[config.mk]
export PLATFORM = sky130hd
export DESIGN_NAME = clock_enable_gen_flat
export DESIGN_NICKNAME = d
export VERILOG_FILES = /design/src/rtl/clock_pkg.sv /design/src/rtl/clock_enable_gen_if.sv /design/src/rtl/button_debounce.sv /design/src/rtl/clock_enable_gen.sv /design/src/flat_wrapper.sv
export SDC_FILE = /design/constraint.sdc
export NUM_CORES = 1
export LEC_CHECK = 0
export CAP_MARGIN = 20
export CORE_ASPECT_RATIO = 0.5
export CORE_MARGIN = 3
export CORE_UTILIZATION = 58
export CTS_BUF_LIST = sky130_fd_sc_hd__clkbuf_8
export DETAILED_ROUTE_END_ITERATION = 6
export PLACE_DENSITY = 0.81
export SLEW_MARGIN = 15
export SYNTH_ARGS = -nofsm -noshare
export SYNTH_HDL_FRONTEND = slang
export SYNTH_SLANG_ARGS = --single-unit
[constraint.sdc]
create_clock -name iClock -period 3.2 [get_ports iClock]
set_input_delay 0.32 -clock iClock [delete_from_list [all_inputs] [get_ports iClock]]
set_output_delay 0.32 -clock iClock [all_outputs]
set_load 0.02 [all_outputs]
[src/rtl/clock_pkg.sv]
// Shared mode encoding for the clock-enable generator.
package clock_pkg;

  localparam logic [2:0] MODE_MANUAL = 3'd0;
  localparam logic [2:0] MODE_SLOW   = 3'd1;
  localparam logic [2:0] MODE_FAST   = 3'd2;
  localparam logic [2:0] MODE_FULL   = 3'd3;
  localparam logic [2:0] MODE_BURST  = 3'd4;
  localparam logic [2:0] MODE_LAST   = MODE_BURST;

  function automatic logic [2:0] nextMode(input logic [2:0] m);
    return (m == MODE_LAST) ? MODE_MANUAL : m + 3'd1;
  endfunction

endpackage

[src/rtl/clock_enable_gen_if.sv]
// Button/limit inputs and tick/status outputs of the clock-enable generator.
interface clock_enable_gen_if #(parameter int LIMIT_WIDTH = 8);

  logic                   iModeStep;
  logic                   iManualStep;
  logic [LIMIT_WIDTH-1:0] iLimit;
  logic                   oTick;
  logic [2:0]             oMode;
  logic                   oBusy;

  modport master (output iModeStep, iManualStep, iLimit, input oTick, oMode, oBusy);
  modport slave  (input iModeStep, iManualStep, iLimit, output oTick, oMode, oBusy);

endinterface

[src/rtl/button_debounce.sv]
// Raw button -> 2-FF sync -> stable-count debounce -> one-cycle rise event.
module button_debounce
  import clock_pkg::*;
#(
  parameter int DEBOUNCE_CYCLES = 65536
) (
  input  logic iClock,
  input  logic iReset_n,
  input  logic iButton,
  output logic oLevel,
  output logic oRise
);

  localparam int DW = $clog2(DEBOUNCE_CYCLES + 1);

  logic [1:0]    syncPipe;
  logic [DW-1:0] stableCnt;
  logic          levelD;

  always_ff @(posedge iClock or negedge iReset_n) begin
    if (!iReset_n) begin
      syncPipe  <= '0;
      stableCnt <= '0;
      oLevel    <= 1'b0;
      levelD    <= 1'b0;
    end else begin
      syncPipe <= {syncPipe[0], iButton};
      levelD   <= oLevel;
      // any agreement with the accepted level restarts the stability count
      if (syncPipe[1] == oLevel) begin
        stableCnt <= '0;
      end else if (stableCnt == DW'(DEBOUNCE_CYCLES - 1)) begin
        oLevel    <= syncPipe[1];
        stableCnt <= '0;
      end else begin
        stableCnt <= stableCnt + 1'b1;
      end
    end
  end

  assign oRise = oLevel & ~levelD;

endmodule

[src/rtl/clock_enable_gen.sv]
// Mode-selectable single-cycle clock-enable source: manual, slow, fast, full, burst.
module clock_enable_gen
  import clock_pkg::*;
#(
  parameter int LIMIT_WIDTH     = 8,
  parameter int SLOW_SHIFT      = 16,
  parameter int DEBOUNCE_CYCLES = 65536,
  parameter int BURST_LEN       = 8
) (
  input  logic               iClock,
  input  logic               iReset_n,
  clock_enable_gen_if.slave  bus
);

  localparam int CW = LIMIT_WIDTH + SLOW_SHIFT;
  localparam int BW = (BURST_LEN > 1) ? $clog2(BURST_LEN) : 1;

  // index 1 = mode button, index 0 = step button
  logic [1:0] btnRaw, btnRise, unusedBtnLevel;
  assign btnRaw = {bus.iModeStep, bus.iManualStep};

  button_debounce #(.DEBOUNCE_CYCLES(DEBOUNCE_CYCLES)) uBtn [1:0] (
    .iClock   (iClock),
    .iReset_n (iReset_n),
    .iButton  (btnRaw),
    .oLevel   (unusedBtnLevel),
    .oRise    (btnRise)
  );

  logic                   modeEv, stepEv;
  logic [2:0]             mode;
  logic [CW-1:0]          cnt, cntNext;
  logic [LIMIT_WIDTH-1:0] shadow, shadowNext;
  logic [BW-1:0]          burstCnt;
  logic                   busy, tick, wrap, tickNext;

  assign modeEv = btnRise[1];
  assign stepEv = btnRise[0];

  function automatic logic [CW-1:0] effLimit(input logic [2:0] m, input logic [LIMIT_WIDTH-1:0] s);
    return (m == MODE_SLOW) ? (CW'(s) << SLOW_SHIFT) : CW'(s);
  endfunction

  // Tick is registered but lands in the same cycle the counter sits at E,
  // so it is decided from the counter/shadow values of the following cycle.
  always_comb begin
    wrap       = (cnt == effLimit(mode, shadow));
    cntNext    = wrap ? '0 : cnt + 1'b1;
    shadowNext = wrap ? bus.iLimit : shadow;
    tickNext   = (cntNext == effLimit(mode, shadowNext));
  end

  always_ff @(posedge iClock or negedge iReset_n) begin
    if (!iReset_n) begin
      mode     <= MODE_MANUAL;
      cnt      <= '0;
      shadow   <= '0;
      burstCnt <= '0;
      busy     <= 1'b0;
      tick     <= 1'b0;
    end else if (modeEv) begin
      mode     <= nextMode(mode);
      cnt      <= '0;
      shadow   <= bus.iLimit;
      burstCnt <= '0;
      busy     <= 1'b0;
      tick     <= 1'b0;
    end else begin
      case (mode)
        MODE_MANUAL: tick <= stepEv;
        MODE_SLOW, MODE_FAST: begin
          cnt    <= cntNext;
          shadow <= shadowNext;
          tick   <= tickNext;
        end
        MODE_FULL: tick <= 1'b1;
        MODE_BURST: begin
          if (!busy) begin
            tick <= 1'b0;
            if (stepEv) begin
              busy     <= 1'b1;
              cnt      <= '0;
              shadow   <= bus.iLimit;
              burstCnt <= '0;
              tick     <= (bus.iLimit == '0);
            end
          end else begin
            cnt    <= cntNext;
            shadow <= shadowNext;
            tick   <= tickNext;
            if (wrap) begin
              burstCnt <= burstCnt + 1'b1;
              if (burstCnt == BW'(BURST_LEN - 1)) begin
                busy <= 1'b0;
                tick <= 1'b0;
              end
            end
          end
        end
        default: tick <= 1'b0;
      endcase
    end
  end

  assign bus.oTick = tick;
  assign bus.oMode = mode;
  assign bus.oBusy = busy;

endmodule

[src/flat_wrapper.sv]
// flat-port wrapper written by rule: the top's interface ports become plain ports
module clock_enable_gen_flat import clock_pkg::*;
#(
  parameter int LIMIT_WIDTH     = 8,
  parameter int SLOW_SHIFT      = 16,
  parameter int DEBOUNCE_CYCLES = 65536,
  parameter int BURST_LEN       = 8
)
  (iClock, iReset_n, bus_iModeStep, bus_iManualStep, bus_iLimit, bus_oTick, bus_oMode, bus_oBusy);
  clock_enable_gen_if #(.LIMIT_WIDTH(LIMIT_WIDTH)) bus_i ();
  input  logic iClock;
  input  logic iReset_n;
  input wire logic [$bits(bus_i.iModeStep)-1:0] bus_iModeStep;
  input wire logic [$bits(bus_i.iManualStep)-1:0] bus_iManualStep;
  input wire logic [$bits(bus_i.iLimit)-1:0] bus_iLimit;
  output wire logic [$bits(bus_i.oTick)-1:0] bus_oTick;
  output wire logic [$bits(bus_i.oMode)-1:0] bus_oMode;
  output wire logic [$bits(bus_i.oBusy)-1:0] bus_oBusy;
  assign bus_i.iModeStep = bus_iModeStep;
  assign bus_i.iManualStep = bus_iManualStep;
  assign bus_i.iLimit = bus_iLimit;
  assign bus_oTick = bus_i.oTick;
  assign bus_oMode = bus_i.oMode;
  assign bus_oBusy = bus_i.oBusy;
  clock_enable_gen #(.LIMIT_WIDTH(LIMIT_WIDTH), .SLOW_SHIFT(SLOW_SHIFT), .DEBOUNCE_CYCLES(DEBOUNCE_CYCLES), .BURST_LEN(BURST_LEN)) u_core (.iClock(iClock), .iReset_n(iReset_n), .bus(bus_i));
endmodule
# After elaboration in Yosys (flattened, before gate mapping)
# Cells that the tools add are included.
[classes]
addsub = 5
n_eq_ne = 13
muxes = 34
bitwise = 6
reduce_logical = 10
[op_table]
columns = ["operator", "n"]
rows = [
  ["2-to-1 mux 24 bit", 6],
  ["2-to-1 mux 17 bit", 4],
  ["equality test 24 bit", 2],
  ["case mux 24 bit (2 select lines)", 1],
  ["adder 17 x 1 -> 17 bit (second input constant)", 2],
  ["equality test 17 x 16 -> 1 bit (second input constant)", 2],
  ["2-to-1 mux 8 bit", 4],
  ["adder 24 x 1 -> 24 bit (second input constant)", 1],
  ["2-to-1 mux 3 bit", 6],
  ["case mux 8 bit (2 select lines)", 1],
  ["2-to-1 mux 1 bit", 11],
  ["logical NOT 8 bit", 1],
  ["adder 3 x 1 -> 3 bit (second input constant)", 2],
  ["equality test 3 x 2 -> 1 bit (second input constant)", 2],
  ["equality test 3 bit (second input constant)", 2],
  ["AND reduction 2 bit", 3],
  ["nonzero test 3 bit", 2],
  ["!= test 4 x 1 -> 1 bit (second input constant)", 1],
  ["inverter 1 bit", 4],
  ["case mux 1 bit (4 select lines)", 1],
  ["equality test 3 x 1 -> 1 bit (second input constant)", 1],
  ["logical NOT 3 bit", 1],
  ["!= test 3 x 2 -> 1 bit (second input constant)", 1],
  ["AND reduction 3 bit", 1],
  ["other kinds (4)", 6],
]
[totals]
ff_bits = 82
input_bits = 12
out_inout_bits = 5
wordCells = 82

# Longest topological paths before layout
[logic_depth]
word_depth = 11
depth_mapped = 13
mapped_depth_nobuf = 10

# By module
# Synthesis repeated with hierarchy kept, for this count alone.
[hier_totals]
hier_cells = 572
area_unflattened_um2 = 5238.8
[by_module_without_submodules]
columns = ["mod", "n_inst", "cells_per_inst", "area_per_inst_um2", "seq_area_each_um2"]
rows = [
  ["clock_enable_gen", 1, 390, 3319.4, 1001.0],
  ["button_debounce", 2, 91, 959.7, 525.5],
]

# Least setup slack after synthesis
# Ideal clock, no wire load.
[synth_path]
kind = "register to register"
start = "reg u_core.mode[1] (netlist: u_core.bus.oMode[1])"
end = "reg u_core.tick (netlist: u_core.bus.oTick)"
setup_ns = 0.104
arrival_time_ns = 2.642
t_required_ns = 3.096
setup_slack_ns = 0.455
path_stages_with_launch = 12
n_path_buf = 1
period_less_slack_ns = 2.745
cell_sequence = "dfrtp_1 -> inv_1 -> ha_1 -> nor2b_1 -> or4b_1 -> a32oi_1 -> nand3_1 -> nor2_1 -> buf_4 -> mux2i_1 -> o2111ai_1 -> o41ai_2"
[synth_between]
elab_chain_len = 11
elab_cells_between_ends = 17
cone_classes = "6 x eq/ne; 9 x mux; 2 x reduce/logical"
[synth_lines]
columns = ["element", "line_no", "rtl"]
rows = [
  ["from (decl)", "clock_enable_gen.sv:31", "logic [2:0] mode;"],
  ["from (signal assigned)", "clock_enable_gen.sv:62", "mode <= nextMode(mode);"],
  ["equality test 3 x 1 -> 1 bit", "clock_enable_gen.sv:41, clock_enable_gen.sv:69", ""],
  ["2-to-1 mux 24 bit", "clock_enable_gen.sv:41", "return (m == MODE_SLOW) ? (CW'(s) << SLOW_SHIFT) : CW'(s);"],
  ["equality test 24 bit", "clock_enable_gen.sv:47", "wrap = (cnt == effLimit(mode, shadow));"],
  ["2-to-1 mux 8 bit", "clock_enable_gen.sv:49", "shadowNext = wrap ? bus.iLimit : shadow;"],
  ["2-to-1 mux 24 bit", "clock_enable_gen.sv:41", ""],
  ["equality test 24 bit", "clock_enable_gen.sv:50", "tickNext = (cntNext == effLimit(mode, shadowNext));"],
  ["2-to-1 mux 1 bit", "clock_enable_gen.sv:93", "if (burstCnt == BW'(BURST_LEN - 1)) begin"],
  ["2-to-1 mux 1 bit", "clock_enable_gen.sv:91", "if (wrap) begin"],
  ["2-to-1 mux 1 bit", "clock_enable_gen.sv:78", "if (!busy) begin"],
  ["case mux 1 bit (4 select lines) (*)", "clock_enable_gen.sv:69", "case (mode)"],
  ["2-to-1 mux 1 bit (*)", "clock_enable_gen.sv:61", "end else if (modeEv) begin"],
  ["to (signal assigned)", "clock_enable_gen.sv:70", "MODE_MANUAL: tick <= stepEv;"],
  ["to (signal assigned)", "clock_enable_gen.sv:74", "tick <= tickNext;"],
  ["to (signal assigned)", "clock_enable_gen.sv:90", "tick <= tickNext;"],
  ["to (decl)", "clock_enable_gen.sv:35", "logic busy, tick, wrap, tickNext;"],
]
# Every way passes the cells marked *; elsewhere a longest branch is shown, timed or not.
# A chain may end at the register's enable or synchronous reset.

# Worst setup path in the final report
# Ends and elaborated chain as after synthesis.

==> results.ini <==
[status]
status=finished clean

[routing]
wl_per_cell_um=16.4
first_pass_iters=5
drt-initial-drc-count=383
drc=0
wl_um=11700
viasPerCell=6.16
route.vias.total=4370
detail-route-antenna-nets=0

[logic_synthesis]
synth_enable_flop_cells=0
synth_nets=612
avgSynthCellArea_um2=8.77
synth_seq_cells=82
yosysWarnings=0
ys.flop_type=dfrtp_1
synthesis.area_mm2=0.00518
synth_top_area_cell=dfrtp_1
ys_seq_area_share_pct=39.6
synth_top_cell_area_share_pct=39.6
netlist_instances=590
synth.area.top_cells=dfrtp_1 (40%), nor2_1 (4.8%), o21ai_0 (4.6%)
synth_cell_types=70
synth-async-reset-ratio_pct=100

[final_layout]
final_util_pct=67.7
nNetsFinal=614
fillers=657
final_cell_mix=dfrtp_1 (81), nor2_1 (64), nand2_1 (56)
layout_commonest_cell=dfrtp_1
diodes=0
seq_area_mm2=0.00205
multi_input_area_mm2=0.00291
drive_gt1_share_pct=8.71
stdcell_count=709
area.growth.synth_to_final_pct=8.75

[placement]
hpwl_um=8110
place.port_buffers=16
place_inst=691
gp_congestion=1.01
dpl_worst_slack_ns=0.177

[die]
die_h_um=72.8
core_mm2=0.00832
die-width_um=140
start_util_pct=62.2
io_pins=17
row_count=23
die-area_mm2=0.0102

[timing]
finalCritPeriodShare_pct=93.3
layout_setup_ws_ns=0.215
drv_slew=0
post-route-min-period_ns=2.98
hold_viol=0
setup_viol=0
maxSlewHeadroom_pct=53.5
max_freq_ghz=0.335
worstMarginPinSlew_ns=0.689
skew_ns=0.0100
whs_ns=0.353

[global_route]
antenna_found_initial=0
grt.overflow.total=0
grt_pass1_vias=4177
grt_pass1_wl_um=20300
grtUsageTotal_pct=24.8
grt_max_degree=83

[clock_tree]
path_clk_slew_ns=0.09
cts_tree=done
clock_insertion_delay_worst_skew_ns=0.37
htreeDepth=3
numCtsBuffers=9
cts.sink_count=82
postCtsSetupRepairBufs=0
clk_path_buf_depth=2
cts_root_buf=clkbuf_8

[critical_path]
arrival_ns=3.26
worstSetupPathType=reg2reg
path_max_fanout=21
cp.required_ns=3.48
cp-start-kind=register
critPathCaptureType=register

[hold_path]
hold_path.class=reg2reg

[run]
drv_cap=0

[power_and_ir_drop]
ir_drop_mv=0.243
p_leak_nw=2.31
power_mw=1.89
power-per-cell-area_mw_per_mm2=336

stage by stage:
step           area [um^2]  TNS, ns
2_1_floorplan         5180        0
3_3_place_gp          5380        0
3_5_place_dp          5380        0
4_1_cts               5570        0
5_1_grt               5630  -0.0124
6_report              5630        0
per-layer routing:
layer | vias up | track usage [%] | routed length, um
met2 | 166 | 37.3 | 5150
met4 | 0 | 8.81 | 202
li1 | 2104 | - | -
met1 | 2077 | 34.6 | 5330
met3 | 23 | 7.53 | 981
met5 | - | 0 | 0
kinds of logic (layout without fill, tap and decap cells):
family,count (synthesis),in the layout,share of synthesized area [%]
AND/OR/NAND/NOR,261,261,26.2
AO/OA/AOI/OAI,122,122,15.3
flip-flops,82,82,39.6
XOR/XNOR,49,49,8.44
buffers and inverters,49,56,4.30
multiplexers,17,17,3.65
adder cells (fa/ha/maj),10,10,2.42
critical path, stage by stage (launching register included):
cell and delay [ns]:
dfrtp_1 0.41, inv_1 0.10, ha_1 0.20, nor2b_1 0.24, buf_6 0.23, nand4b_1 0.11, a32oi_1 0.27, nand4_1 0.26
nor2_2 0.21, buf_4 0.21, a2bb2oi_1 0.20, nor3_1 0.09, o41ai_2 0.33
cell usage after synthesis (5+ instances only):
library cell  instances
xnor2_1              22
a21oi_1              17
nand2b_1              8
ha_1                 10
mux2i_1               5
nor3_1               14
or3_1                 5
and2_1                6
nor2_1               66
xor2_1               26
dfrtp_1              82
nor4_1                5
nand4_1              13
nor2b_1              18
mux2_1                8
nand3_1              38
o21ai_0              48
nand2_1              56
and3_1                8
o31ai_1              12
buf_2                12
inv_1                12
clkbuf_1             19
timing repair:
item	in CTS	in global routing
hold buffers	0	1
gates resized for setup	0	6
endpoints found under the setup margin	0	8
hold endpoints to repair	0	26
report_power, final:
group / internal (mW) / leakage (nW) / switching, mW
sequential: 1.05 / 1.11 / 0.0215
combinational: 0.0414 / 1.10 / 0.0549
clock: 0.327 / 0.0955 / 0.400
total: 1.42 / 2.31 / 0.476
area by class of cell:
type,instances,share of cell area [%]
Clock inverter,5,0.689
Timing Repair Buffer,28,5.09
Inverter,12,0.800
Multi-Input combinational cell,459,51.8
Tap cell,112,2.49
Clock buffer,11,2.69
Sequential cell,82,36.5
state kept, by name (all words and copies together) (netlist names):
| signal | count |
|---|---|
| u_core.uBtn.syncPipe | 4 |
| u_core.uBtn.levelD | 2 |
| u_core.shadow | 8 |
| u_core.burstCnt | 3 |
| u_core.bus.oMode | 3 |
| u_core.bus.oTick | 1 |
| u_core.bus.oBusy | 1 |
| u_core.uBtn.stableCnt | 34 |
| u_core.uBtn.oLevel | 2 |
| u_core.cnt | 24 |
final timing paths:
| check | from | to | slack (ns) | cells past startpoint |
|---|---|---|---|---|
| max | u_core.bus.oMode[1]$_DFFE_PN0P_ | u_core.bus.oTick$_DFF_PN0_ | 0.22 | 12 |
| min | u_core.uBtn[0].syncPipe[0]$_DFF_PN0_ | u_core.uBtn[0].syncPipe[1]$_DFF_PN0_ | 0.35 | 0 |
| max reg2reg | u_core.bus.oMode[1]$_DFFE_PN0P_ | u_core.bus.oTick$_DFF_PN0_ | 0.22 | 12 |
| min reg2reg | u_core.uBtn[0].syncPipe[0]$_DFF_PN0_ | u_core.uBtn[0].syncPipe[1]$_DFF_PN0_ | 0.35 | 0 |
| max in group asynchronous | iReset_n | u_core.cnt[0]$_DFFE_PN0P_ | 2.18 | 3 |
| min in group asynchronous | iReset_n | u_core.cnt[20]$_DFFE_PN0P_ | 0.41 | 2 |
No activity file was read; power rests on OpenSTA's default activity.
